$ cat config.mk
export PLATFORM = sky130hd
export DESIGN_NAME = mccu_fsm
export DESIGN_NICKNAME = d
export VERILOG_FILES = /design/src/rtl/mccu_fsm.sv
export SDC_FILE = /design/constraint.sdc
export NUM_CORES = 1
export LEC_CHECK = 0
export BUFFER_PORTS_ARGS = -buffer_cell sky130_fd_sc_hd__buf_4
export CORE_ASPECT_RATIO = 1.5
export CORE_MARGIN = 2
export CORE_UTILIZATION = 40
export CTS_BUF_LIST = sky130_fd_sc_hd__clkbuf_8
export CTS_CLUSTER_DIAMETER = 50
export DETAILED_ROUTE_END_ITERATION = 12
export PLACE_DENSITY_LB_ADDON = 0.15
export REMOVE_ABC_BUFFERS = 1
export SETUP_SLACK_MARGIN = 0.2
export SYNTH_ARGS = -nofsm -noshare
export SYNTH_HDL_FRONTEND = slang
export SYNTH_SLANG_ARGS = --single-unit
$ cat constraint.sdc
create_clock -name clk -period 4.6 [get_ports clk]
set_clock_uncertainty 0.05 [all_clocks]
set_input_delay 0.46 -clock clk [delete_from_list [all_inputs] [get_ports clk]]
set_output_delay 0.46 -clock clk [all_outputs]
set_load 0.01 [all_outputs]
$ cat src/rtl/mccu_fsm.sv
// Multi-cycle MIPS control unit: FETCH/DECODE/EXEC/MEM/WB sequencer with memory
// timeout watchdog, illegal-opcode trap and retired-instruction counter.
module mccu_fsm #(
  parameter int TIMEOUT = 16,
  parameter int TO_W    = 5,
  parameter int CNT_W   = 32
) (
  input  logic             clk,
  input  logic             rst_n,
  input  logic [5:0]       op,
  input  logic [5:0]       func,
  input  logic             zero,
  input  logic             mem_ready,
  output logic             IM_R,
  output logic             DM_CS,
  output logic             DM_R,
  output logic             DM_W,
  output logic             ir_we,
  output logic             pc_we,
  output logic             rf_we,
  output logic [1:0]       mux1,
  output logic             mux2,
  output logic             mux3,
  output logic             mux4,
  output logic             mux5,
  output logic             write_reg,
  output logic             s_ext,
  output logic [3:0]       aluc,
  output logic [2:0]       state,
  output logic             instr_done,
  output logic             illegal,
  output logic             bus_err,
  output logic [CNT_W-1:0] retired
);

  typedef enum logic [2:0] {
    S_RST    = 3'd0,
    S_FETCH  = 3'd1,
    S_DECODE = 3'd2,
    S_EXEC   = 3'd3,
    S_MEM    = 3'd4,
    S_WB     = 3'd5,
    S_TRAP   = 3'd6
  } state_t;

  localparam logic [5:0] OP_R = 6'b000000, OP_J = 6'b000010, OP_JAL = 6'b000011;
  localparam logic [5:0] OP_BEQ = 6'b000100, OP_BNE = 6'b000101;
  localparam logic [5:0] OP_ADDI = 6'b001000, OP_ADDIU = 6'b001001;
  localparam logic [5:0] OP_SLTI = 6'b001010, OP_SLTIU = 6'b001011;
  localparam logic [5:0] OP_ANDI = 6'b001100, OP_ORI = 6'b001101;
  localparam logic [5:0] OP_XORI = 6'b001110, OP_LUI = 6'b001111;
  localparam logic [5:0] OP_LW = 6'b100011, OP_SW = 6'b101011;

  state_t           state_r;
  logic [TO_W-1:0]  wait_r;
  logic [CNT_W-1:0] retired_r;
  logic             illegal_r;
  logic             bus_err_r;

  logic       legal_s, is_r_s, is_j_s, is_jal_s, is_jr_s;
  logic       is_beq_s, is_bne_s, is_lw_s, is_sw_s;
  logic [3:0] alu_s;
  logic       shamt_s, imm_s, sext_s;
  logic       taken_s, retire_s, timeout_s;

  assign state   = state_r;
  assign retired = retired_r;
  assign illegal = illegal_r;
  assign bus_err = bus_err_r;

  // Instruction decode of op/func into class flags and ALU controls
  always_comb begin
    legal_s  = 1'b0;
    is_r_s   = 1'b0;
    is_j_s   = 1'b0;
    is_jal_s = 1'b0;
    is_jr_s  = 1'b0;
    is_beq_s = 1'b0;
    is_bne_s = 1'b0;
    is_lw_s  = 1'b0;
    is_sw_s  = 1'b0;
    alu_s    = 4'b0000;
    shamt_s  = 1'b0;
    imm_s    = 1'b0;
    sext_s   = 1'b0;
    case (op)
      OP_R: begin
        legal_s = 1'b1;
        is_r_s  = 1'b1;
        case (func)
          6'b100000: alu_s = 4'b0010;
          6'b100001: alu_s = 4'b0000;
          6'b100010: alu_s = 4'b0011;
          6'b100011: alu_s = 4'b0001;
          6'b100100: alu_s = 4'b0100;
          6'b100101: alu_s = 4'b0101;
          6'b100110: alu_s = 4'b0110;
          6'b100111: alu_s = 4'b0111;
          6'b101010: alu_s = 4'b1011;
          6'b101011: alu_s = 4'b1010;
          6'b000000: begin alu_s = 4'b1110; shamt_s = 1'b1; end
          6'b000010: begin alu_s = 4'b1101; shamt_s = 1'b1; end
          6'b000011: begin alu_s = 4'b1100; shamt_s = 1'b1; end
          6'b000100: alu_s = 4'b1110;
          6'b000110: alu_s = 4'b1101;
          6'b000111: alu_s = 4'b1100;
          6'b001000: is_jr_s = 1'b1;
          default: begin legal_s = 1'b0; is_r_s = 1'b0; end
        endcase
      end
      OP_J:     begin legal_s = 1'b1; is_j_s = 1'b1; end
      OP_JAL:   begin legal_s = 1'b1; is_jal_s = 1'b1; end
      OP_BEQ:   begin legal_s = 1'b1; is_beq_s = 1'b1; alu_s = 4'b0011; sext_s = 1'b1; end
      OP_BNE:   begin legal_s = 1'b1; is_bne_s = 1'b1; alu_s = 4'b0011; sext_s = 1'b1; end
      OP_ADDI:  begin legal_s = 1'b1; alu_s = 4'b0010; imm_s = 1'b1; sext_s = 1'b1; end
      OP_ADDIU: begin legal_s = 1'b1; alu_s = 4'b0000; imm_s = 1'b1; sext_s = 1'b1; end
      OP_SLTI:  begin legal_s = 1'b1; alu_s = 4'b1011; imm_s = 1'b1; sext_s = 1'b1; end
      OP_SLTIU: begin legal_s = 1'b1; alu_s = 4'b1010; imm_s = 1'b1; sext_s = 1'b1; end
      OP_ANDI:  begin legal_s = 1'b1; alu_s = 4'b0100; imm_s = 1'b1; end
      OP_ORI:   begin legal_s = 1'b1; alu_s = 4'b0101; imm_s = 1'b1; end
      OP_XORI:  begin legal_s = 1'b1; alu_s = 4'b0110; imm_s = 1'b1; end
      OP_LUI:   begin legal_s = 1'b1; alu_s = 4'b1000; imm_s = 1'b1; end
      OP_LW:    begin legal_s = 1'b1; is_lw_s = 1'b1; alu_s = 4'b0000; imm_s = 1'b1; sext_s = 1'b1; end
      OP_SW:    begin legal_s = 1'b1; is_sw_s = 1'b1; alu_s = 4'b0000; imm_s = 1'b1; sext_s = 1'b1; end
      default:  legal_s = 1'b0;
    endcase
  end

  assign taken_s   = (is_beq_s & zero) | (is_bne_s & ~zero);
  assign timeout_s = (wait_r == TO_W'(TIMEOUT - 1));

  // Retirement decision; only the MEM completion looks at mem_ready
  always_comb begin
    case (state_r)
      S_DECODE: retire_s = legal_s & (is_j_s | is_jal_s | is_jr_s);
      S_EXEC:   retire_s = is_beq_s | is_bne_s;
      S_MEM:    retire_s = mem_ready & is_sw_s;
      S_WB:     retire_s = 1'b1;
      default:  retire_s = 1'b0;
    endcase
  end

  // Datapath strobes decoded from the current state; ALU controls held EXEC..WB
  always_comb begin
    IM_R = 1'b0; DM_CS = 1'b0; DM_R = 1'b0; DM_W = 1'b0;
    ir_we = 1'b0; pc_we = 1'b0; rf_we = 1'b0; mux1 = 2'b00;
    mux2 = 1'b0; mux3 = 1'b0; mux4 = 1'b0; mux5 = 1'b0;
    write_reg = 1'b0; s_ext = 1'b0; aluc = 4'b0000;
    case (state_r)
      S_FETCH: begin
        IM_R  = 1'b1;
        ir_we = mem_ready;
        pc_we = mem_ready;
      end
      S_DECODE: begin
        pc_we = legal_s & (is_j_s | is_jal_s | is_jr_s);
        mux1  = (legal_s & is_jr_s) ? 2'b10 : ((legal_s & (is_j_s | is_jal_s)) ? 2'b11 : 2'b00);
        rf_we = legal_s & is_jal_s;
        mux5  = legal_s & is_jal_s;
      end
      S_EXEC: begin
        aluc = alu_s; mux3 = shamt_s; mux4 = imm_s; s_ext = sext_s;
        pc_we = taken_s;
        mux1  = taken_s ? 2'b01 : 2'b00;
      end
      S_MEM: begin
        aluc = alu_s; mux3 = shamt_s; mux4 = imm_s; s_ext = sext_s;
        DM_CS = 1'b1;
        DM_R  = is_lw_s;
        DM_W  = is_sw_s;
      end
      S_WB: begin
        aluc = alu_s; mux3 = shamt_s; mux4 = imm_s; s_ext = sext_s;
        rf_we     = 1'b1;
        write_reg = is_r_s;
        mux2      = is_lw_s;
      end
      default: aluc = 4'b0000;
    endcase
  end

  assign instr_done = retire_s;

  // State sequencing, wait watchdog, sticky trap causes and retirement count
  always_ff @(posedge clk or negedge rst_n) begin
    if (!rst_n) begin
      state_r   <= S_RST;
      wait_r    <= '0;
      retired_r <= '0;
      illegal_r <= 1'b0;
      bus_err_r <= 1'b0;
    end else begin
      if (retire_s) retired_r <= retired_r + CNT_W'(1);
      case (state_r)
        S_RST: begin
          state_r <= S_FETCH;
          wait_r  <= '0;
        end
        S_FETCH, S_MEM: begin
          if (mem_ready) begin
            wait_r <= '0;
            if (state_r == S_FETCH) state_r <= S_DECODE;
            else                    state_r <= is_sw_s ? S_FETCH : S_WB;
          end else if (timeout_s) begin
            wait_r    <= '0;
            bus_err_r <= 1'b1;
            state_r   <= S_TRAP;
          end else begin
            wait_r <= wait_r + TO_W'(1);
          end
        end
        S_DECODE: begin
          wait_r <= '0;
          if (!legal_s) begin
            illegal_r <= 1'b1;
            state_r   <= S_TRAP;
          end else if (is_j_s | is_jal_s | is_jr_s) begin
            state_r <= S_FETCH;
          end else begin
            state_r <= S_EXEC;
          end
        end
        S_EXEC: begin
          wait_r <= '0;
          if (is_beq_s | is_bne_s)    state_r <= S_FETCH;
          else if (is_lw_s | is_sw_s) state_r <= S_MEM;
          else                        state_r <= S_WB;
        end
        S_WB: begin
          wait_r  <= '0;
          state_r <= S_FETCH;
        end
        S_TRAP: state_r <= S_TRAP;
        default: begin
          wait_r  <= '0;
          state_r <= S_RST;
        end
      endcase
    end
  end

endmodule

==> impl_metrics.yaml, run 1 <==
place:
  io_buffers: 72
  place_hpwl_um: 4790
  post-place-cells: 420
  gp_congestion: 0.9014
  place_ws_ns: 1.701
clocking:
  cts_sinks: 42
  ctsResizeCount: 0
  cts.clk_slew.worst_paths_ns: 0.08
  numCtsBuffers: 5
  clk_latency_ns: 0.29
  tritoncts: "done"
  clk_path_buf_depth: 2
  clock_tree.root_cell: "clkbuf_8"
  htreeDepth: 2
  post_cts_buffers: 0
  ctsHoldBuffers: 0
power:
  clockPowerShare: 0.247
  p_per_area_nw_per_um2: 360.6
  switching_power_mw: 0.4255
  p_int_mw: 0.7467
  seqPwrFrac: 0.418
  p_leak_nw: 1.488
  peakVddDrop_mv: 0.3372
  power_frac_comb: 0.334
  switching_share: 0.3630
detailed_routing:
  drt_wl_total_um: 6581
  drt_iter0_drc: 156
  wl_per_cell_um: 15.38
  antenna_left: 0
  via_per_inst: 5.607
  via_count: 2400
  drtPass1Iterations: 4
  drc: 0
worst_setup_path:
  crit_path_cell_trace: "buf_4 > or4_4 > o41ai_4 > a221o_2 > buf_4"
  slowest_delay_ns: 0.63
  critPathRequiredTime_ns: 4.09
  r2r-start: "state[2]"
  critical_path_peak_fanout: 33
  ff2ff_path_depth: 5
  crit_arrival_ns: 2.39
  cp_common_cell: "buf_4"
  regToRegSetupSlack_ns: 2.24
  crit_path_end_kind: "output pin"
  cp-start-kind: "input port"
  cpMaxStageDelayCell: "a221o_2"
  crit_type: "in2out"
  r2r_end: "retired[27]"
floorplanning:
  start_util: 0.4171
  die_h_um: 102.6
  dieArea_um2: 7158
  fp-row-count: 35
  pin_count: 73
  die_x_um: 69.75
  core_um2: 6218
layout:
  stdcell_count: 428
  final_core_util: 0.5227
  area_growth_pct: 25.33
  antenna_cells: 0
  final_nets: 371
  drive_gt1_frac: 0.2401
synthesis:
  synth_cell_types: 48
  ys.flop_type: "dfrtp_1"
  syn_inst: 289
  ys_ff_latch: 42
  ys_async_sr_fraction: 1.000
  ys_warn_count: 0
  netlist_top_cells_area: "dfrtp_1 (41%), xnor2_1 (10%), nand4_1 (4.1%)"
  synth_most_common_cell: "dfrtp_1"
  synth_area_um2: 2594
  synth_common_cells: "dfrtp_1 (42), xnor2_1 (31), nand2_1 (26)"
  ys_seq_area_frac: 0.4052
  synth_top_area_share: 0.4052
  avgSynthCellArea_um2: 8.975
  synth_top_area_cell: "dfrtp_1"
  synth_edf_count: 0
timing:
  hold_viol: 0
  slew_viol_final: 0
  max_freq_ghz: 0.3446
  layout_setup_ws_ns: 1.698
  setup_viol: 0
  period_needed_ns: 2.902
  period_share: 0.6309
  tns_ns: 0
  rsz0062_at_grt: "no"
  max_slew_margin: 0.5799
  worstMarginPinSlew_ns: 0.6302
global_routing:
  first_global_vias: 2242
  grt_pass1_wl_um: 11050
  antenna_found_initial: 0
  grt_usage: 0.1900
  grt_overflow_total: 0
  grt_max_degree: 43
outcome:
  status: "finished clean"
job:
  drv_cap: 0
min_path:
  hold_class: "in2async"
[state kept, by name (all words and copies together), names as in the netlist]
register and count:
wait_r 5, state 3, retired 32, illegal 1
bus_err 1
[worst max-delay path, delay by kind of cell]
kind | cells | cell delay (ns)
simple gates | 1 | 0.56
buf+inv | 2 | 0.37
compound gates | 2 | 0.98
[cells by family (layout without fill, tap and decap cells)]
family                     count (synthesis)  count (layout)  synth area share
DFF                                       42              42            0.4052
buffers and inverters                     24              89           0.04727
and+or+nand+nor                          134             134            0.2812
muxes                                      3               3           0.01206
AOI/OAI and AO/OA                         51              51            0.1331
xor gates and xnor gates                  33              33            0.1114
adders and majority gates                  2               2          0.009646
[metal layers]
metal	GRT usage	up-vias	part of all wire
li1	-	1169	-
met2	0.3306	72	0.50
met3	0.02737	13	0.047
met5	0	-	0
met1	0.2359	1146	0.43
met4	0.08580	0	0.026
[final cells by class]
| class | count | area [um2] |
|---|---|---|
| Clock buffer | 5 | 68.82 |
| Sequential cell | 42 | 1051 |
| Clock inverter | 3 | 40.04 |
| Timing Repair Buffer | 73 | 548.0 |
| Tap cell | 74 | 92.59 |
| Inverter | 8 | 30.03 |
| Fill cell | 627 | 2968 |
| Multi-Input combinational cell | 223 | 1420 |
[per-stage QoR]
stage               instance area (um2)  hold slack, ns  total power, mW
CTS                                3251          0.1096            1.188
global route                       3251          0.1184            1.251
detailed placement                 3142          0.3992           0.8916
floorplan                          2501          0.1144           0.7001
finish                             3251         0.08594            1.172
global placement                   3142          0.3988           0.8857
[cells in the final DEF (no fill, tap or decap), drive strengths merged, types with 2 or more instances in the layout]
master	count
a211o	2
a21o	2
a21oi	11
a31oi	3
a32oi	3
and2	6
and3	11
and4	4
buf	73
clkbuf	5
clkinv	2
dfrtp	42
ha	2
inv	8
mux2i	2
nand2	26
nand2b	7
nand3	17
nand3b	2
nand4	17
nor2	13
nor2b	9
nor3	12
nor4	5
o21ai	18
or4	2
xnor2	31
xor2	2
[power groups by stage]
stage,logic [mW],registers (mW),clock network (mW)
4_1_cts,0.397,0.491,0.301
6_report,0.392,0.490,0.290
3_5_place_dp,0.394,0.497,0
2_1_floorplan,0.206,0.494,0
3_3_place_gp,0.390,0.496,0
5_1_grt,0.434,0.502,0.316
[how the worst max path moves through the flow]
stage               startpoint    endpoint
global placement         op[0]  instr_done
detailed placement       op[0]  instr_done
finish                   op[0]  instr_done
global route          state[2]  instr_done
CTS                      op[0]  instr_done
floorplan                op[0]  retired[1]
Note: power is estimated with default switching activity, not from simulation.
==> run 2, diff against run 1 <==
==> constraint.sdc (replaced) <==
create_clock -name clk -period 2.5 [get_ports clk]
set_clock_uncertainty 0.05 [all_clocks]
set_input_delay 0.25 -clock clk [delete_from_list [all_inputs] [get_ports clk]]
set_output_delay 0.25 -clock clk [all_outputs]
set_load 0.01 [all_outputs]
==> run 2 against run 1 <==
First-iteration DRC count down 55%. Non-clock buffer count is 13 higher. Die area is the same. Global-route usage rose by 0.42 points. Sequential cell count unchanged. Critical endpoint is now aluc[1]. Largest cell class unchanged. Largest power group is now combinational cells.
==> impl_metrics.yaml, run 2 (synthesis results as in run 1) <==
clocking:
  clk_latency_ns: 0.30
  numCtsBuffers: 5
  cts.clk_slew.worst_paths_ns: 0.09
  htreeDepth: 2
  cts_sinks: 42
  clock_tree.root_cell: "clkbuf_8"
  clk_path_buf_depth: 2
  tritoncts: "done"
power:
  seqPwrFrac: 0.392
  peakVddDrop_mv: 0.5214
  p_int_mw: 1.383
  totalPowerFinal_mw: 2.202
  switching_power_mw: 0.8196
  clockPowerShare: 0.205
  switching_share: 0.3722
  p_leak_nw: 1.539
  power_frac_comb: 0.403
  p_per_area_nw_per_um2: 654.5
min_path:
  holdCritStartpoint: "mem_ready"
  hold_class: "in2reg"
worst_setup_path:
  cp-start-kind: "input port"
  crit_type: "in2out"
  r2r-start: "retired[12]"
  crit_path_cell_trace: "buf_4 > or4_4 > nor2_1 > nand2_1 > a211o_1 > a21oi_1 > buf_4"
  cp_common_cell: "buf_4"
  cpMaxStageDelayCell: "or4_4"
  slowest_delay_ns: 0.55
  critPathLaunch: "op[0]"
  critical_path_peak_fanout: 8
  crit_arrival_ns: 1.85
  critPathRequiredTime_ns: 2.20
  crit_path_end_kind: "output pin"
  path_buf_inv: 2
  cpLargestDelayFamily: "simple AND/OR/NAND/NOR gates"
timing:
  tns_ns: 0
  rsz0062_at_grt: "no"
  max_freq_ghz: 0.4641
  max_slew_margin: 0.6469
  setup_viol: 0
  slew_viol_final: 0
  period_share: 0.8618
  period_needed_ns: 2.155
  hold_viol: 0
  worstMarginPinSlew_ns: 0.5297
layout:
  multi_input_area_um2: 1435
  largest_reg_flops: 32
  final_cell_mix: "buf_4 (84), dfrtp_1 (40), xnor2_1 (31), nand2_1 (26)"
  area_growth_pct: 29.72
  final_common_cell: "buf_4"
  final_nets: 384
  register_area_um2: 1054
  fill_cells: 597
  antenna_cells: 0
  drive_gt1_frac: 0.2725
detailed_routing:
  wl_per_cell_um: 15.46
  drtPass1Iterations: 4
  via_count: 2480
  drc: 0
  drt_iter0_drc: 70
  drt_wl_total_um: 6816
  via_per_inst: 5.624
  antenna_left: 0
floorplanning:
  die_x_um: 69.75
  die_h_um: 102.6
  dieArea_um2: 7158
  pin_count: 73
  start_util: 0.4171
  core_um2: 6218
  fp-row-count: 35
job:
  drv_cap: 0
outcome:
  status: "finished clean"
place:
  place_hpwl_um: 4996
  gp_congestion: 0.9193
  io_buffers: 72
global_routing:
  grt_usage: 0.1943
  grt_pass1_wl_um: 11140
  antenna_found_initial: 0
  grt_overflow_total: 0
  first_global_vias: 2343
  grt_max_degree: 43
run 2: cell types whose count changed in the layout (fill, tap and decap cells not counted), moves of 2 or more:
cell | previous run | this run
buf_4 | 73 | 84
clkinv_2 | 2 | 0
clkinvlp_4 | 0 | 2
dfrtp_1 | 42 | 40
dfrtp_2 | 0 | 2
run 2: timing repair:
item	CTS	global route
pin swaps	0	1
resized for setup	4	0
hold buffers	1	0
gates cloned	0	0
endpoints found under the setup margin	1	1
endpoints found under the hold margin	42	0
buffers inserted	3	4
run 2: metrics by stage:
step | area (um2) | std cells | setup WS, ns | util | hold slack, ns
floorplan | 2501 | 273 | 0.3613 | - | -0.09559
global placement | 3192 | 425 | 0.2514 | 0.5133 | 0.2211
detailed placement | 3192 | 425 | 0.2099 | 0.5133 | 0.2213
CTS | 3334 | 437 | 0.2344 | 0.5362 | 0.2603
global route | 3364 | 441 | 0.2596 | 0.5410 | 0.2900
finish | 3364 | 441 | 0.3454 | 0.5410 | 0.2642
run 2: power by group through the flow:
stage	Clock (mW)	Sequential, mW	Combinational (mW)
floorplan	0	0.909	0.379
global placement	0	0.893	0.784
detailed placement	0	0.889	0.791
CTS	0.468	0.871	0.844
global route	0.494	0.881	0.973
finish	0.452	0.863	0.887
run 2: cell type report:
class | instances | area share
sequential | 42 | 0.3131
clock inverter | 3 | 0.007066
inverter | 8 | 0.008925
tap | 74 | 0.02752
multi-input combinational | 223 | 0.4266
timing repair buffer | 86 | 0.1964
clock buffer | 5 | 0.02045
run 2: worst register-to-register path, delay by kind of cell, from the launching register on:
family	cells	cell delay (ns)
AND/OR/NAND/NOR	4	1.22
flip-flops	1	0.44
XOR/XNOR	1	0.16
run 2: final timing paths:
path / endpoint / slack, ns / cells past startpoint
max reg2reg: retired[20] / 0.52 / 5
min in group asynchronous: retired[3] / 0.42 / 2
max: aluc[1] / 0.35 / 7
max in group asynchronous: state[2] / 1.59 / 2
min reg2reg: bus_err / 0.41 / 1
min: state[1] / 0.26 / 3
run 2: routing by layer:
metal / up-vias / track usage / routed length (um)
met5: - / 0 / 0
met4: 0 / 0.09172 / 209
met3: 19 / 0.03324 / 393
met2: 93 / 0.3402 / 3442
met1: 1174 / 0.2345 / 2771
li1: 1194 / - / -
==> run 3, diff against run 2 <==
--- a/config.mk
+++ b/config.mk
@@ -7,7 +7,6 @@
 export LEC_CHECK = 0
 export BUFFER_PORTS_ARGS = -buffer_cell sky130_fd_sc_hd__buf_4
 export CORE_ASPECT_RATIO = 1.5
-export CORE_MARGIN = 2
 export CORE_UTILIZATION = 40
 export CTS_BUF_LIST = sky130_fd_sc_hd__clkbuf_8
 export CTS_CLUSTER_DIAMETER = 50
==> run 3 against run 2 <==
Global-route usage is 2.0 points higher. Non-clock buffer count is 2 lower. Fmax grew 0.13%. Critical path depth is 1 lower. Sequential cell count unchanged. Final cell count down 0.45%. Combinational power shrank 0.8%. Sequential power shrank 1%. Power rose by 8.1%. Die area shrank 4.8%. Core utilization rose by 0.32 points. Cell area is 0.60% higher. Largest cell class unchanged.
==> impl_metrics.yaml, run 3 (synthesis results as in run 1) <==
global_routing:
  grt_overflow_total: 0
  antenna_found_initial: 0
  grt_pass1_wl_um: 11010
  grt_usage: 0.2145
  first_global_vias: 2357
  grt_max_degree: 43
layout:
  drive_gt1_frac: 0.2658
  final_core_util: 0.5443
  largest_reg_flops: 32
  antenna_cells: 0
  final_common_cell: "buf_4"
  area_growth_pct: 30.49
  final_nets: 382
  fin_area_um2: 3385
  final_cell_mix: "buf_4 (82), dfrtp_1 (41), xnor2_1 (31), nand2_1 (26)"
  stdcell_count: 439
detailed_routing:
  via_per_inst: 5.622
  drtPass1Iterations: 4
  drt_wl_total_um: 6786
  drt_iter0_drc: 130
  antenna_left: 0
  wl_per_cell_um: 15.46
  via_count: 2468
  drc: 0
min_path:
  holdCritStartpoint: "op[4]"
  hold_depth: 3
  hold_class: "in2reg"
  hold_end: "illegal"
floorplanning:
  start_util: 0.4171
  pin_count: 73
  fp-row-count: 35
  core_um2: 6218
  dieArea_um2: 6817
  die_x_um: 67.75
  die_h_um: 100.6
worst_setup_path:
  crit_arrival_ns: 1.85
  cp_common_cell: "buf_4"
  regToRegSetupSlack_ns: 0.51
  ff2ff_path_depth: 6
  critical_path_peak_fanout: 9
  slowest_delay_ns: 0.44
  crit_type: "reg2out"
  critPathRequiredTime_ns: 2.20
  path_buf_inv: 2
  crit_path_cell_trace: "buf_4 > nor2b_1 > a21oi_1 > nand3b_1 > nor2_1 > buf_4"
  r2r-start: "state[2]"
  cp-start-kind: "flip-flop"
  cpMaxStageDelayCell: "dfrtp_1"
  r2r_end: "state[2]"
  crit_path_end_kind: "output pin"
  cp.depth: 6
  cpLargestDelayFamily: "simple AND/OR/NAND/NOR gates"
timing:
  holdWs_ns: 0.2646
  slew_viol_final: 0
  max_slew_margin: 0.6446
  hold_viol: 0
  tns_ns: 0
  period_needed_ns: 2.152
  rsz0062_at_grt: "no"
  layout_setup_ws_ns: 0.3482
  period_share: 0.8607
  max_freq_ghz: 0.4647
  worstMarginPinSlew_ns: 0.5331
  setup_viol: 0
clocking:
  clock_tree.root_cell: "clkbuf_8"
  clk_latency_ns: 0.30
  htreeDepth: 2
  clk_path_buf_depth: 2
  cts.clk_slew.worst_paths_ns: 0.08
  numCtsBuffers: 5
  cts_sinks: 42
  tritoncts: "done"
place:
  post-place-cells: 426
  place_ws_ns: 0.2235
  gp_congestion: 0.8455
  placed_area_um2: 3199
  io_buffers: 72
  place_hpwl_um: 5028
power:
  clockPowerShare: 0.272
  p_int_mw: 1.565
  switching_power_mw: 0.8144
  power_frac_comb: 0.370
  p_per_area_nw_per_um2: 703.1
  peakVddDrop_mv: 0.4680
  switching_share: 0.3422
  totalPowerFinal_mw: 2.380
  seqPwrFrac: 0.358
  p_leak_nw: 1.557
outcome:
  status: "finished clean"
job:
  drv_cap: 0
==> run 3: cell count changes in the layout (fill, tap and decap cells not counted) <==
cell	delta
buf_4	-2
bufinv_16	+2
clkinvlp_4	-2
clkinv_4	+1
dfrtp_1	+1
dfrtp_2	-1
inv_6	-1
nor4_2	+1
nor4_4	-1
==> run 3: final cells by class <==
class | instances | area [um2]
clock buffers | 5 | 68.82
clock inverters | 3 | 68.82
fillers | 591 | 2834
inverters | 8 | 30.03
multi-input cells | 223 | 1426
flip-flops and latches | 42 | 1052
well taps | 74 | 92.59
repair buffers | 84 | 645.6
==> run 3: per-layer routing <==
layer	share of wire	GRT usage	routed length, um	vias to the layer above
met4	0.030	0.09165	205	0
met5	0	0	0	-
met3	0.044	0.03281	299	18
met1	0.41	0.2435	2756	1180
li1	-	-	-	1188
met2	0.52	0.3831	3524	82
==> run 3: repair_timing <==
action | CTS | global route
hold endpoints to repair | 42 | 0
resized for setup | 1 | 1
hold buffers | 1 | 0
pin swaps | 0 | 1
endpoints found under the setup margin | 1 | 1
setup buffers | 3 | 1
==> run 3: worst reg2reg max path, stage by stage (launching register included) <==
cell     delay (ns)
dfrtp_1        0.44
buf_4          0.19
xnor2_1        0.14
nor3_1         0.33
o21ai_0        0.31
a32oi_1        0.29
o21ai_0        0.12
==> run 3: how the worst max path moves through the flow <==
stage,to,slack (ns),startpoint
final,aluc[3],0.35,state[2]
after global placement,retired[19],0.25,op[0]
after CTS,instr_done,0.20,state[2]
after detailed placement,retired[19],0.22,op[0]
after floorplan,retired[1],0.36,op[0]
after global routing,aluc[3],0.24,state[2]
==> run 3: power groups by stage <==
stage          Clock (mW)  Combinational, mW  Sequential [mW]
2_1_floorplan           0              0.379            0.909
3_3_place_gp            0              0.813            0.875
3_5_place_dp            0              0.822            0.877
4_1_cts             0.660              0.875            0.850
5_1_grt             0.690              0.964            0.869
6_report            0.646              0.880            0.853
